==> src/rtl/parking_pkg.sv <==
// Shared types and constants for the parking gate controller.
package parking_pkg;

  typedef enum logic [2:0] {
    IDLE,
    TICKET,
    PAY,
    OPEN,
    CLOSE
  } state_t;

  localparam logic [1:0] TAL_CLOSED  = 2'b00;
  localparam logic [1:0] TAL_OPEN    = 2'b01;
  localparam logic [1:0] TAL_CLOSING = 2'b10;

  function automatic int max_int(input int a, input int b);
    return (a > b) ? a : b;
  endfunction

endpackage

==> src/rtl/edge_det.sv <==
// Rising-edge detector: registered history bit, combinational rise output.
// History resets to 0, so an input already high after reset reports one edge.
module edge_det (
  input  logic clk,
  input  logic rst,
  input  logic din,
  output logic rise
);

  logic prev;

  always_ff @(posedge clk or posedge rst) begin
    if (rst) prev <= 1'b0;
    else     prev <= din;
  end

  assign rise = din & ~prev;

endmodule

==> src/rtl/parking_gate_ctrl.sv <==
// Single-lane parking barrier: ticket, multi-coin payment, timed barrier, occupancy.
// Inputs act one clock after they change; T1/V1/TAL2 decode the state, D1/occ/abort are registered.
module parking_gate_ctrl
  import parking_pkg::*;
#(
  parameter int FEE_UNITS      = 3,
  parameter int CAPACITY       = 8,
  parameter int TIMEOUT_CYCLES = 8,
  parameter int CLOSE_CYCLES   = 4,
  localparam int CNT_W   = $clog2(FEE_UNITS + 1),
  localparam int OCC_W   = $clog2(CAPACITY + 1),
  localparam int TMR_MAX = max_int(TIMEOUT_CYCLES, CLOSE_CYCLES),
  localparam int TMR_W   = $clog2(TMR_MAX + 1)
) (
  input  logic             clk,
  input  logic             R,
  input  logic             iT,
  input  logic             iM,
  input  logic             C,
  input  logic             X,
  output logic             T1,
  output logic             V1,
  output logic [CNT_W-1:0] D1,
  output logic [1:0]       TAL2,
  output logic [OCC_W-1:0] occ,
  output logic             full,
  output logic             abort
);

  state_t           state, state_nxt;
  logic [TMR_W-1:0] timer, timer_nxt;
  logic [CNT_W-1:0] d1_nxt;
  logic             abort_nxt;
  logic             credit;
  logic             enter;
  logic             rise_t, rise_m, rise_c, rise_x;

  edge_det u_edge_t (.clk(clk), .rst(R), .din(iT), .rise(rise_t));
  edge_det u_edge_m (.clk(clk), .rst(R), .din(iM), .rise(rise_m));
  edge_det u_edge_c (.clk(clk), .rst(R), .din(C),  .rise(rise_c));
  edge_det u_edge_x (.clk(clk), .rst(R), .din(X),  .rise(rise_x));

  assign full = (occ == OCC_W'(CAPACITY));

  always_comb begin
    state_nxt = state;
    d1_nxt    = D1;
    abort_nxt = 1'b0;
    credit    = 1'b0;
    enter     = 1'b0;
    case (state)
      IDLE: begin
        if (rise_t) begin
          if (full) abort_nxt = 1'b1;
          else      state_nxt = TICKET;
        end
      end
      TICKET: state_nxt = PAY;
      PAY: begin
        // A pulled ticket takes priority over a coin arriving in the same cycle.
        if (!iT) begin
          state_nxt = IDLE;
          abort_nxt = 1'b1;
          d1_nxt    = '0;
        end else if (rise_m) begin
          credit = 1'b1;
          if (D1 != CNT_W'(FEE_UNITS)) d1_nxt = D1 + CNT_W'(1);
          if (D1 + CNT_W'(1) == CNT_W'(FEE_UNITS)) state_nxt = OPEN;
        end else if (timer == TMR_W'(TIMEOUT_CYCLES - 1)) begin
          state_nxt = IDLE;
          abort_nxt = 1'b1;
          d1_nxt    = '0;
        end
      end
      OPEN: begin
        if (rise_c) begin
          enter     = 1'b1;
          state_nxt = CLOSE;
        end else if (timer == TMR_W'(TIMEOUT_CYCLES - 1)) begin
          state_nxt = CLOSE;
          abort_nxt = 1'b1;
        end
      end
      CLOSE: begin
        if (timer == TMR_W'(CLOSE_CYCLES - 1)) begin
          state_nxt = IDLE;
          d1_nxt    = '0;
        end
      end
      default: state_nxt = IDLE;
    endcase
  end

  // One shared timer, restarted on any state change or credited coin; saturates while idle.
  always_comb begin
    timer_nxt = timer;
    if (state_nxt != state || credit)  timer_nxt = '0;
    else if (timer != TMR_W'(TMR_MAX)) timer_nxt = timer + TMR_W'(1);
  end

  always_ff @(posedge clk or posedge R) begin
    if (R) begin
      state <= IDLE;
      timer <= '0;
      D1    <= '0;
      abort <= 1'b0;
    end else begin
      state <= state_nxt;
      timer <= timer_nxt;
      D1    <= d1_nxt;
      abort <= abort_nxt;
    end
  end

  // Entry and exit in the same cycle cancel out.
  always_ff @(posedge clk or posedge R) begin
    if (R) begin
      occ <= '0;
    end else if (enter && rise_x) begin
      occ <= occ;
    end else if (enter && !full) begin
      occ <= occ + OCC_W'(1);
    end else if (rise_x && occ != '0) begin
      occ <= occ - OCC_W'(1);
    end
  end

  assign T1   = (state == TICKET) || (state == PAY);
  assign V1   = (state == OPEN);
  assign TAL2 = (state == OPEN)  ? TAL_OPEN :
                (state == CLOSE) ? TAL_CLOSING : TAL_CLOSED;

endmodule
==> config.mk <==
export PLATFORM = sky130hd
export DESIGN_NAME = parking_gate_ctrl
export DESIGN_NICKNAME = d
export VERILOG_FILES = /design/src/rtl/parking_pkg.sv /design/src/rtl/edge_det.sv /design/src/rtl/parking_gate_ctrl.sv
export SDC_FILE = /design/constraint.sdc
export NUM_CORES = 1
export LEC_CHECK = 0
export ABC_AREA = 1
export BUFFER_PORTS_ARGS = -buffer_cell sky130_fd_sc_hd__buf_4
export CORE_MARGIN = 1.5
export CORE_UTILIZATION = 40
export CTS_CLUSTER_SIZE = 8
export DETAILED_ROUTE_END_ITERATION = 6
export HOLD_SLACK_MARGIN = 0.12
export MAX_ROUTING_LAYER = met4
export SYNTH_ARGS = -nofsm -noshare
export SYNTH_HDL_FRONTEND = slang
export SYNTH_HIERARCHICAL = 1
export SYNTH_SLANG_ARGS = --single-unit
==> constraint.sdc <==
create_clock -name clk -period 4.35 [get_ports clk]
set_input_delay 0.87 -clock clk [delete_from_list [all_inputs] [get_ports clk]]
set_output_delay 0.87 -clock clk [all_outputs]
set_load 0.05 [all_outputs]
==> metrics.txt, run 1 <==
slowest stage delay, CP=470 ps; Post-Syn Area=1130 um2; Fin. Hold Viols=0; Rows=19; setup TNS=0 ps; synthesis-to-layout area growth=17.2%; Seq pwr share=0.326; Yosys warning count=6; clock sink count=18; combinational share of power=0.547; Power Density=615 nW/um2; DRT Pass-1 Iters=6; Sw Ratio=0.497; hold_buf cts=0; Worst EP required=3480 ps; Max-slew headroom=0.631; proportion of synthesized area in mux cells=0; unrepaired setup endpoints after global routing=false; Slew Viols, Final=0; H-tree depth=1; setup repair bufs after CTS=0; RePlAce Congestion=0.820; DRT antenna net count=0; Setup crit end kind=output pin; ant diodes=0; Net Switching=0.407 mW; crit path max fanout=5; clock slew at reported path FFs=100 ps; clk_skew=1.84 ps; Crit Path Class=register to output pin; CP Cell Sequence=nor2_1 > nand3_1 > inv_1 > buf_4; initial core utilization=0.418; Synth Register Bits=18; TritonCTS clock tree=done; hold crit path type=input port to asynchronous set/reset pin; CP arrival=1440 ps; simple-gate share of the synthesized area=0.309; Synth Area in Compound Gates=0.0762; leakage=0.696 nW; antenna violations before repair=0; gr usage total=0.169; worst hold slack=423 ps; sequential area share after synthesis=0.397; core area=2710 um2; main combinational cell family by area after synthesis=simple AND/OR/NAND/NOR gates; Skew-Pair Late Insertion Delay=290 ps; Clock Path Buffers=2; Post-CTS Resized=0; post-layout util=0.490; Post-Synth Adder-Cell Area=0.0839; syn_area_per_cell=7.98 um2; Post-route DRC=0; fin nets=176; die height=56.2 um; Post-Synthesis Cells=142; Syn Nets=155; WL per Instance=11.7 um; proportion of layout cells with a drive suffix above 1=0.210; I/O pin count=18; Cell variety after synth=23; Clk pwr share=0.127; Fmax=432 MHz; xor and xnor area share after synthesis=0.0309; clock root cell=clkbuf_4; Max-Cap Viols=0; fin crit share=0.532; Die W=56.2 um; initial DRC count=49; final WL=2.26 mm; DR vias=957; final setup violation count=0; Worst-Margin Slew=553 ps; min Tclk post-route=2310 ps; largest net degree at the start of global routing=15; status=completed; DPL Wire Length=1.76 mm; IO Port Bufs=17; Internal=0.411 mW; via/cell ratio=4.96; Worst path slowest cell=dfrtp_1; DIE AREA=3160 um2; vias in the first global route=962; crit path launch type=register; CTS buffer count=3; peak supply drop=0.310 mV; first-pass GRT wire length=4.12 mm; GRT Residual Overflow=0
worst paths after layout:
check | startpoint | depth (start not counted) | slack, ps | to
max in group asynchronous | R | 2 | 3350 | occ[2]$_DFFE_PP0P_
min in group clk | occ[3]$_DFFE_PP0P_ | 2 | 540 | occ[3]$_DFFE_PP0P_
worst max register to register | state[1]$_DFF_PP0_ | 11 | 2400 | occ[3]$_DFFE_PP0P_
worst min register to register | occ[3]$_DFFE_PP0P_ | 2 | 540 | occ[3]$_DFFE_PP0P_
worst min-delay path | R | 2 | 420 | u_edge_m/prev$_DFF_PP0_
worst max-delay path | occ[0]$_DFFE_PP0P_ | 4 | 2040 | full
logic make-up after synthesis:
family / Yosys count
compound gates: 13
xor+xnor: 4
fa+ha+maj: 7
buf+inv: 30
flops: 18
simple gates: 70
layout make-up:
class | count | area [um2]
clock buffer | 4 | 36.3
fill | 283 | 1380
inverter | 29 | 109
multi-input combinational | 94 | 567
sequential | 18 | 450
tap | 31 | 38.8
timing repair buffer | 17 | 128
power groups by stage:
stage / combinational [mW] / clock [mW] / sequential, mW
floorplan: 0.249 / 0 / 0.352
global placement: 0.437 / 0 / 0.268
detailed placement: 0.447 / 0 / 0.270
CTS: 0.449 / 0.109 / 0.267
global route: 0.498 / 0.116 / 0.277
finish: 0.447 / 0.104 / 0.266
flip-flops by register name (all words and copies together), names as in the netlist:
| register | count |
|---|---|
| occ | 4 |
| timer | 4 |
| state | 3 |
| D1 | 2 |
| abort | 1 |
| u_edge_c/prev | 1 |
| u_edge_m/prev | 1 |
| u_edge_t/prev | 1 |
| u_edge_x/prev | 1 |
cells in the final DEF (no fill, tap or decap), types with 4 or more instances in the layout:
master	count
nand3_1	16
nand2_1	25
nor2_2	4
dfrtp_1	18
nand4_1	4
xor2_1	4
buf_4	17
ha_1	6
o21ai_0	7
inv_1	28
nor2_1	13
metal layers:
metal	track usage	wire length, um	vias up
met1	0.217	1070	442
met4	0.0204	20	0
met2	0.279	1070	23
met3	0.0442	103	4
met5	-	0	-
li1	-	-	488
through the flow:
step                power (mW)  instance area [um2]  setup WS (ps)  cells
floorplan                0.601                 1130           2140    142
global placement         0.705                 1290           2050    189
detailed placement       0.716                 1290           1990    189
CTS                      0.825                 1330           2020    193
global route             0.891                 1330           1900    193
finish                   0.817                 1330           2040    193
Yosys cell counts, drive strengths merged:
cell type	number	share of area
or2	1	0.0055
nand4	4	0.022
o21ai	8	0.045
ha	6	0.066
nor3	1	0.0044
a21o	1	0.0066
inv	29	0.096
fa	1	0.018
dfrtp	18	0.40
xor2	4	0.031
nor2	19	0.085
a21oi	1	0.0044
buf	1	0.0066
nand3	19	0.10
o211ai	3	0.020
nand2	26	0.088
critical path, delay by kind of cell, from the launching register on:
kind,cells,cell delay [ps]
buffers and inverters,2,330
flip-flops,1,470
AND/OR/NAND/NOR,2,340
Power figures use the tool's default switching activity.
==> inputs of run 2 (changes only) <==
==> constraint.sdc (replaced) <==
create_clock -name clk -period 1.9 [get_ports clk]
set_input_delay 0.38 -clock clk [delete_from_list [all_inputs] [get_ports clk]]
set_output_delay 0.38 -clock clk [all_outputs]
set_load 0.05 [all_outputs]
==> run 2 against run 1 <==
Count of clock-buffer cells in the layout unchanged; routed wire length rose by 0.27%; critical endpoint is now T1; first-iteration DRC count shrank 20%; clock skew is 1.3 ps higher; highest routed layer unchanged; critical path depth unchanged; clock power grew 120%; non-clock buffer count is 6 higher; via count is 2.9% higher; total power rose by 140%; combinational power increased to 2.5 times the previous value; core utilization up 3.0 points; largest cell class unchanged; sequential power grew 130%.
==> metrics.txt, run 2 (synthesis gave the netlist of run 1 again) <==
DR vias=985; H-tree depth=1; clk_skew=3.18 ps; clock sink count=18; fin crit share=0.934; via/cell ratio=4.95; Die W=56.2 um; DRT Pass-1 Iters=4; unrepaired setup endpoints after global routing=false; final setup violation count=0; final instance area=1410 um2; Clock Path Buffers=2; ant diodes=0; peak supply drop=0.867 mV; Fmax=563 MHz; Max-Cap Viols=0; I/O pin count=18; synthesis-to-layout area growth=24.4%; Internal=1.01 mW; setup TNS=0 ps; vias in the first global route=987; WL per Instance=11.4 um; RePlAce Congestion=0.869; Sw Ratio=0.489; R2R Setup Slk=170 ps; CP arrival=1390 ps; worst reg-to-reg path cell count=11; crit path max fanout=5; status=completed; Rows=19; IO Port Bufs=17; Post-route DRC=0; initial DRC count=39; Fin. Hold Viols=0; min Tclk post-route=1770 ps; GRT Residual Overflow=0; r2r startpoint=occ[0]$_DFFE_PP0P_; commonest non-fill, non-tap cell in the layout=inv_1; die height=56.2 um; CP startpoint=state[2]$_DFF_PP0_; Net Switching=0.962 mW; proportion of layout cells with a drive suffix above 1=0.280; Power Density=1400 nW/um2; TritonCTS clock tree=done; Post-Layout Cell Count=199; pre-CTS setup slack=35.2 ps; final WL=2.26 mm; fin nets=182; Placed Cells=192; core area=2710 um2; gr usage total=0.167; Largest regs=occ (4), timer (4), state (3); combinational share of power=0.574; PnR worst setup slack=125 ps; hold crit path type=input port to register; Crit Path Class=register to output pin; initial core utilization=0.418; antenna violations before repair=0; Clk pwr share=0.118; Setup crit end kind=output pin; post-place instance area=1340 um2; crit path launch type=register; clock root cell=clkbuf_4; CTS buffer count=3; worst hold slack=201 ps; DPL Wire Length=1.83 mm; largest net degree at the start of global routing=15; WHS Path Cells=1; clock slew at reported path FFs=100 ps; CP endpoint=T1; Max-slew headroom=0.614; first-pass GRT wire length=4.08 mm; Worst-Margin Slew=578 ps; commonest cells after routing, fill and taps aside=inv_1, nand2_1, buf_4; leakage=0.720 nW; DIE AREA=3160 um2; DRT antenna net count=0; Skew-Pair Late Insertion Delay=290 ps; reg2reg end=occ[3]$_DFFE_PP0P_; Slew Viols, Final=0; Seq pwr share=0.307; Worst EP required=1520 ps
run 2: changes by cell type in the layout (fill, tap and decap cells not counted):
cell and change:
nor2_1 -1, dfrtp_2 +4, buf_4 +5, ha_1 -1
nand3_2 +1, a21oi_1 -1, dlygate4sd3_1 +1, a21oi_2 +1
nor2_4 +1, nand3_1 -1, dfrtp_1 -4, ha_4 +1
run 2: final cells by class:
type | instances | area [um2]
well taps | 31 | 38.8
inverters | 29 | 109
flip-flops and latches | 18 | 455
multi-input cells | 94 | 596
repair buffers | 23 | 175
fillers | 287 | 1300
clock buffers | 4 | 36.3
run 2: worst min-delay path by stage:
| stage | slack, ps | to | from |
|---|---|---|---|
| floorplan | 110 | u_edge_c/prev$_DFF_PP0_ | R |
| global placement | 260 | u_edge_m/prev$_DFF_PP0_ | R |
| detailed placement | 260 | u_edge_c/prev$_DFF_PP0_ | R |
| CTS | 190 | u_edge_m/prev$_DFF_PP0_ | iM |
| global route | 180 | u_edge_c/prev$_DFF_PP0_ | C |
| finish | 200 | u_edge_m/prev$_DFF_PP0_ | iM |
run 2: layer usage:
layer  track usage  vias up  wire length [um]  share of wire
li1              -      500                 -              -
met1         0.203      466              1030           0.46
met2         0.269       17              1140           0.51
met3        0.0302        2                67          0.030
met4        0.0782        0                19         0.0084
met5             -        -                 0              0
run 2: through the flow:
step	utilization	total power [mW]
after floorplan	-	1.41
after global placement	0.493	1.69
after detailed placement	0.493	1.72
after CTS	0.510	1.96
after global routing	0.520	2.14
final	0.520	1.97
run 2: what timing repair did:
| item | 4_1_cts | 5_1_grt |
|---|---|---|
| endpoints found under the hold margin | 4 | 0 |
| resized for setup | 0 | 4 |
| buffers inserted | 0 | 2 |
| hold buffers | 1 | 0 |
| endpoints found under the setup margin | 0 | 2 |
run 2: power by group through the flow:
| stage | logic (mW) | registers [mW] | clock network [mW] |
|---|---|---|---|
| after detailed placement | 1.12 | 0.599 | 0 |
| after global routing | 1.26 | 0.622 | 0.264 |
| after floorplan | 0.587 | 0.818 | 0 |
| after CTS | 1.13 | 0.590 | 0.246 |
| after global placement | 1.10 | 0.593 | 0 |
| final | 1.13 | 0.605 | 0.233 |
run 2: critical path: stages (launching register included):
cell	delay, ps
dfrtp_1	470
inv_2	140
nand3_1	180
nand2_1	120
buf_4	190
==> inputs of run 3 (changes only) <==
--- a/config.mk
+++ b/config.mk
@@ -7,13 +7,15 @@
 export LEC_CHECK = 0
 export ABC_AREA = 1
 export BUFFER_PORTS_ARGS = -buffer_cell sky130_fd_sc_hd__buf_4
+export CELL_PAD_IN_SITES_DETAIL_PLACEMENT = 0
+export CELL_PAD_IN_SITES_GLOBAL_PLACEMENT = 2
 export CORE_MARGIN = 1.5
-export CORE_UTILIZATION = 40
+export CORE_UTILIZATION = 29
 export CTS_CLUSTER_SIZE = 8
 export DETAILED_ROUTE_END_ITERATION = 6
 export HOLD_SLACK_MARGIN = 0.12
 export MAX_ROUTING_LAYER = met4
+export PLACE_DENSITY_LB_ADDON = 0.1
 export SYNTH_ARGS = -nofsm -noshare
 export SYNTH_HDL_FRONTEND = slang
-export SYNTH_HIERARCHICAL = 1
 export SYNTH_SLANG_ARGS = --single-unit
==> run 3 against run 2 <==
Core utilization decreased by 13 points; sequential share of layout area decreased by 0.40 points; setup slack improved by 17 ps; first-iteration DRC count decreased by 59%; sequential power decreased by 3%; via count decreased by 6.2%; register-to-register slack got worse by 30 ps.
==> metrics.txt, run 3 <==
status=completed; Crit Path Class=register to register; Clock Path Buffers=2; die height=64.9 um; DR vias=924; Sw Ratio=0.470; Synth area leader=dfrtp_1; busiest grt layer=met2; top cells by area, synth=dfrtp_1, nand2_1, nand3_1; final setup violation count=0; Fin. Hold Viols=0; CP Cell Sequence=nor2_2 > nand3_2 > nand3_4 > ha_4 > a21o_1 > a21oi_2 > inv_1 > nand2_1 > nand3_1 > nand2_1 > nand2_1; min Tclk post-route=1760 ps; unrepaired setup endpoints after global routing=false; leakage=0.721 nW; met2 Resource Use GR=0.211; clock slew at reported path FFs=70 ps; Slew Viols, Final=0; GRT Residual Overflow=0; Internal=1.09 mW; sequential area share after synthesis=0.405; pre-CTS setup slack=81.6 ps; GRT met1 Usage=0.178; proportion of layout cells with a drive suffix above 1=0.284; Buf+Inv Stages, Crit Path=1; worst reg-to-reg path cell count=11; top-count cell post-synth=nand2_1; ant diodes=0; TritonCTS clock tree=done; Worst EP required=2050 ps; Critical Path Most Common Cell=nand2_1; vias in the first global route=923; CP top delay family=simple AND/OR/NAND/NOR gates; area of the multi-input gates=583 um2; initial core utilization=0.303; reg2reg end=occ[3]$_DFFE_PP0P_; DRT antenna net count=0; Post-Layout Cell Count=210; Clk pwr share=0.154; final WL=2.38 mm; first-pass GRT wire length=4.22 mm; RePlAce Congestion=0.743; Final Total Pwr=2.05 mW; clk_skew=1.48 ps; fillers=383; DRT Pass-1 Iters=4; syn_area_per_cell=8.23 um2; register area=455 um2; Setup crit end kind=register; Synth Register Bits=18; Net Switching=0.965 mW; WL per Instance=11.3 um; Cell variety after synth=24; peak supply drop=0.610 mV; r2r startpoint=occ[0]$_DFFE_PP0P_; R2R Setup Slk=140 ps; commonest cells in the netlist=nand2_1, inv_1, dfrtp_1, nand3_1, nor2_1; Post-synth EDFFs=0; Rows=22; hold crit path type=input port to asynchronous set/reset pin; final instance area=1430 um2; commonest cells after routing, fill and taps aside=nand2_1, inv_1, buf_4; crit path launch type=register; setup TNS=0 ps; slowest stage delay, CP=410 ps; CTS buffer count=3; setup repair bufs after CTS=0; fin nets=176; top-area cell type share of the netlist area=0.405; Post-route DRC=0; initial DRC count=16; Post-Synthesis Cells=135; core area=3660 um2; H-tree depth=1; Yosys warning count=0; Worst path slowest cell=dfrtp_2; Worst-Margin Slew=333 ps; clock root cell=clkbuf_8; Placed Cells=206; post-layout util=0.390; fin crit share=0.925; Fmax=569 MHz; Max-Cap Viols=0; met3 Use GR=0.0208; crit path max fanout=6; combinational share of power=0.559; Seq pwr share=0.287; post-place instance area=1370 um2; Skew-Pair Late Insertion Delay=250 ps; gr usage total=0.136; Async SR Flop Fraction=1.00; Syn Nets=148; largest net degree at the start of global routing=19; Max-slew headroom=0.778; DIE AREA=4210 um2; ys flop type=dfrtp_1; Post-Syn Area=1110 um2; Power Density=1440 nW/um2; via/cell ratio=4.40; I/O pin count=18; clock sink count=18; commonest non-fill, non-tap cell in the layout=nand2_1; CP arrival=1910 ps; antenna violations before repair=0; PnR worst setup slack=142 ps; Die W=64.9 um; IO Port Bufs=17; worst hold slack=138 ps; synthesis-to-layout area growth=28.5%; Largest regs=occ (4), timer (4), state (3); DPL Wire Length=1.94 mm
run 3: cell types whose count changed after synthesis, sizes merged:
cell    previous run  this run
o211ai             3         0
nand4              4         2
nand3             19        22
a31oi              0         1
nor2              19        13
nand3b             0         1
a21oi              1         2
o31ai              0         1
nand2             26        28
o21ai              8         7
inv               29        25
run 3: cell families (layout without fill, tap and decap cells):
group / after synthesis / count (layout) / synth area share
buf+inv: 26 / 53 / 0.0912
xor+xnor: 4 / 4 / 0.0315
fa+ha+maj: 7 / 7 / 0.0856
simple gates: 68 / 68 / 0.316
flops: 18 / 18 / 0.405
compound gates: 12 / 12 / 0.0698
run 3: tightest hold or removal path: cells and delay by family:
kind                   cells  cell delay (ps)
buffers and inverters      3              380
run 3: what timing repair did:
| action | CTS | global route |
|---|---|---|
| resized for setup | 0 | 2 |
| setup endpoints to repair | 0 | 1 |
| endpoints found under the hold margin | 0 | 0 |
| hold buffers | 0 | 0 |
run 3: power by group through the flow:
stage               clock [mW]  sequential [mW]  combinational (mW)
finish                   0.316            0.588                1.15
global route             0.345            0.606                1.27
CTS                      0.327            0.583                1.16
detailed placement           0            0.589                1.15
global placement             0            0.588                1.15
floorplan                    0            0.821               0.575
run 3: routing by layer:
layer | vias up | share of wire | wire [um]
met5 | - | 0 | 0
met4 | 0 | 0.0088 | 21
met3 | 2 | 0.020 | 48
met2 | 12 | 0.48 | 1150
met1 | 423 | 0.49 | 1160
li1 | 487 | - | -
run 3: how the worst max path moves through the flow:
| stage | slack [ps] | to | from | cells past startpoint |
|---|---|---|---|---|
| 3_3_place_gp | 150 | occ[3]$_DFFE_PP0P_ | C | 12 |
| 6_report | 140 | occ[3]$_DFFE_PP0P_ | occ[0]$_DFFE_PP0P_ | 11 |
| 3_5_place_dp | 80 | occ[3]$_DFFE_PP0P_ | occ[0]$_DFFE_PP0P_ | 11 |
| 5_1_grt | 20 | occ[3]$_DFFE_PP0P_ | occ[0]$_DFFE_PP0P_ | 11 |
| 4_1_cts | 60 | occ[3]$_DFFE_PP0P_ | occ[0]$_DFFE_PP0P_ | 11 |
| 2_1_floorplan | 20 | occ[3]$_DFFE_PP0P_ | occ[0]$_DFFE_PP0P_ | 11 |
run 3: layout make-up:
| class | instances | share of cell area |
|---|---|---|
| clock buffers | 4 | 0.0386 |
| flip-flops and latches | 18 | 0.319 |
| repair buffers | 24 | 0.126 |
| multi-input cells | 91 | 0.408 |
| well taps | 48 | 0.0421 |
| inverters | 25 | 0.0657 |
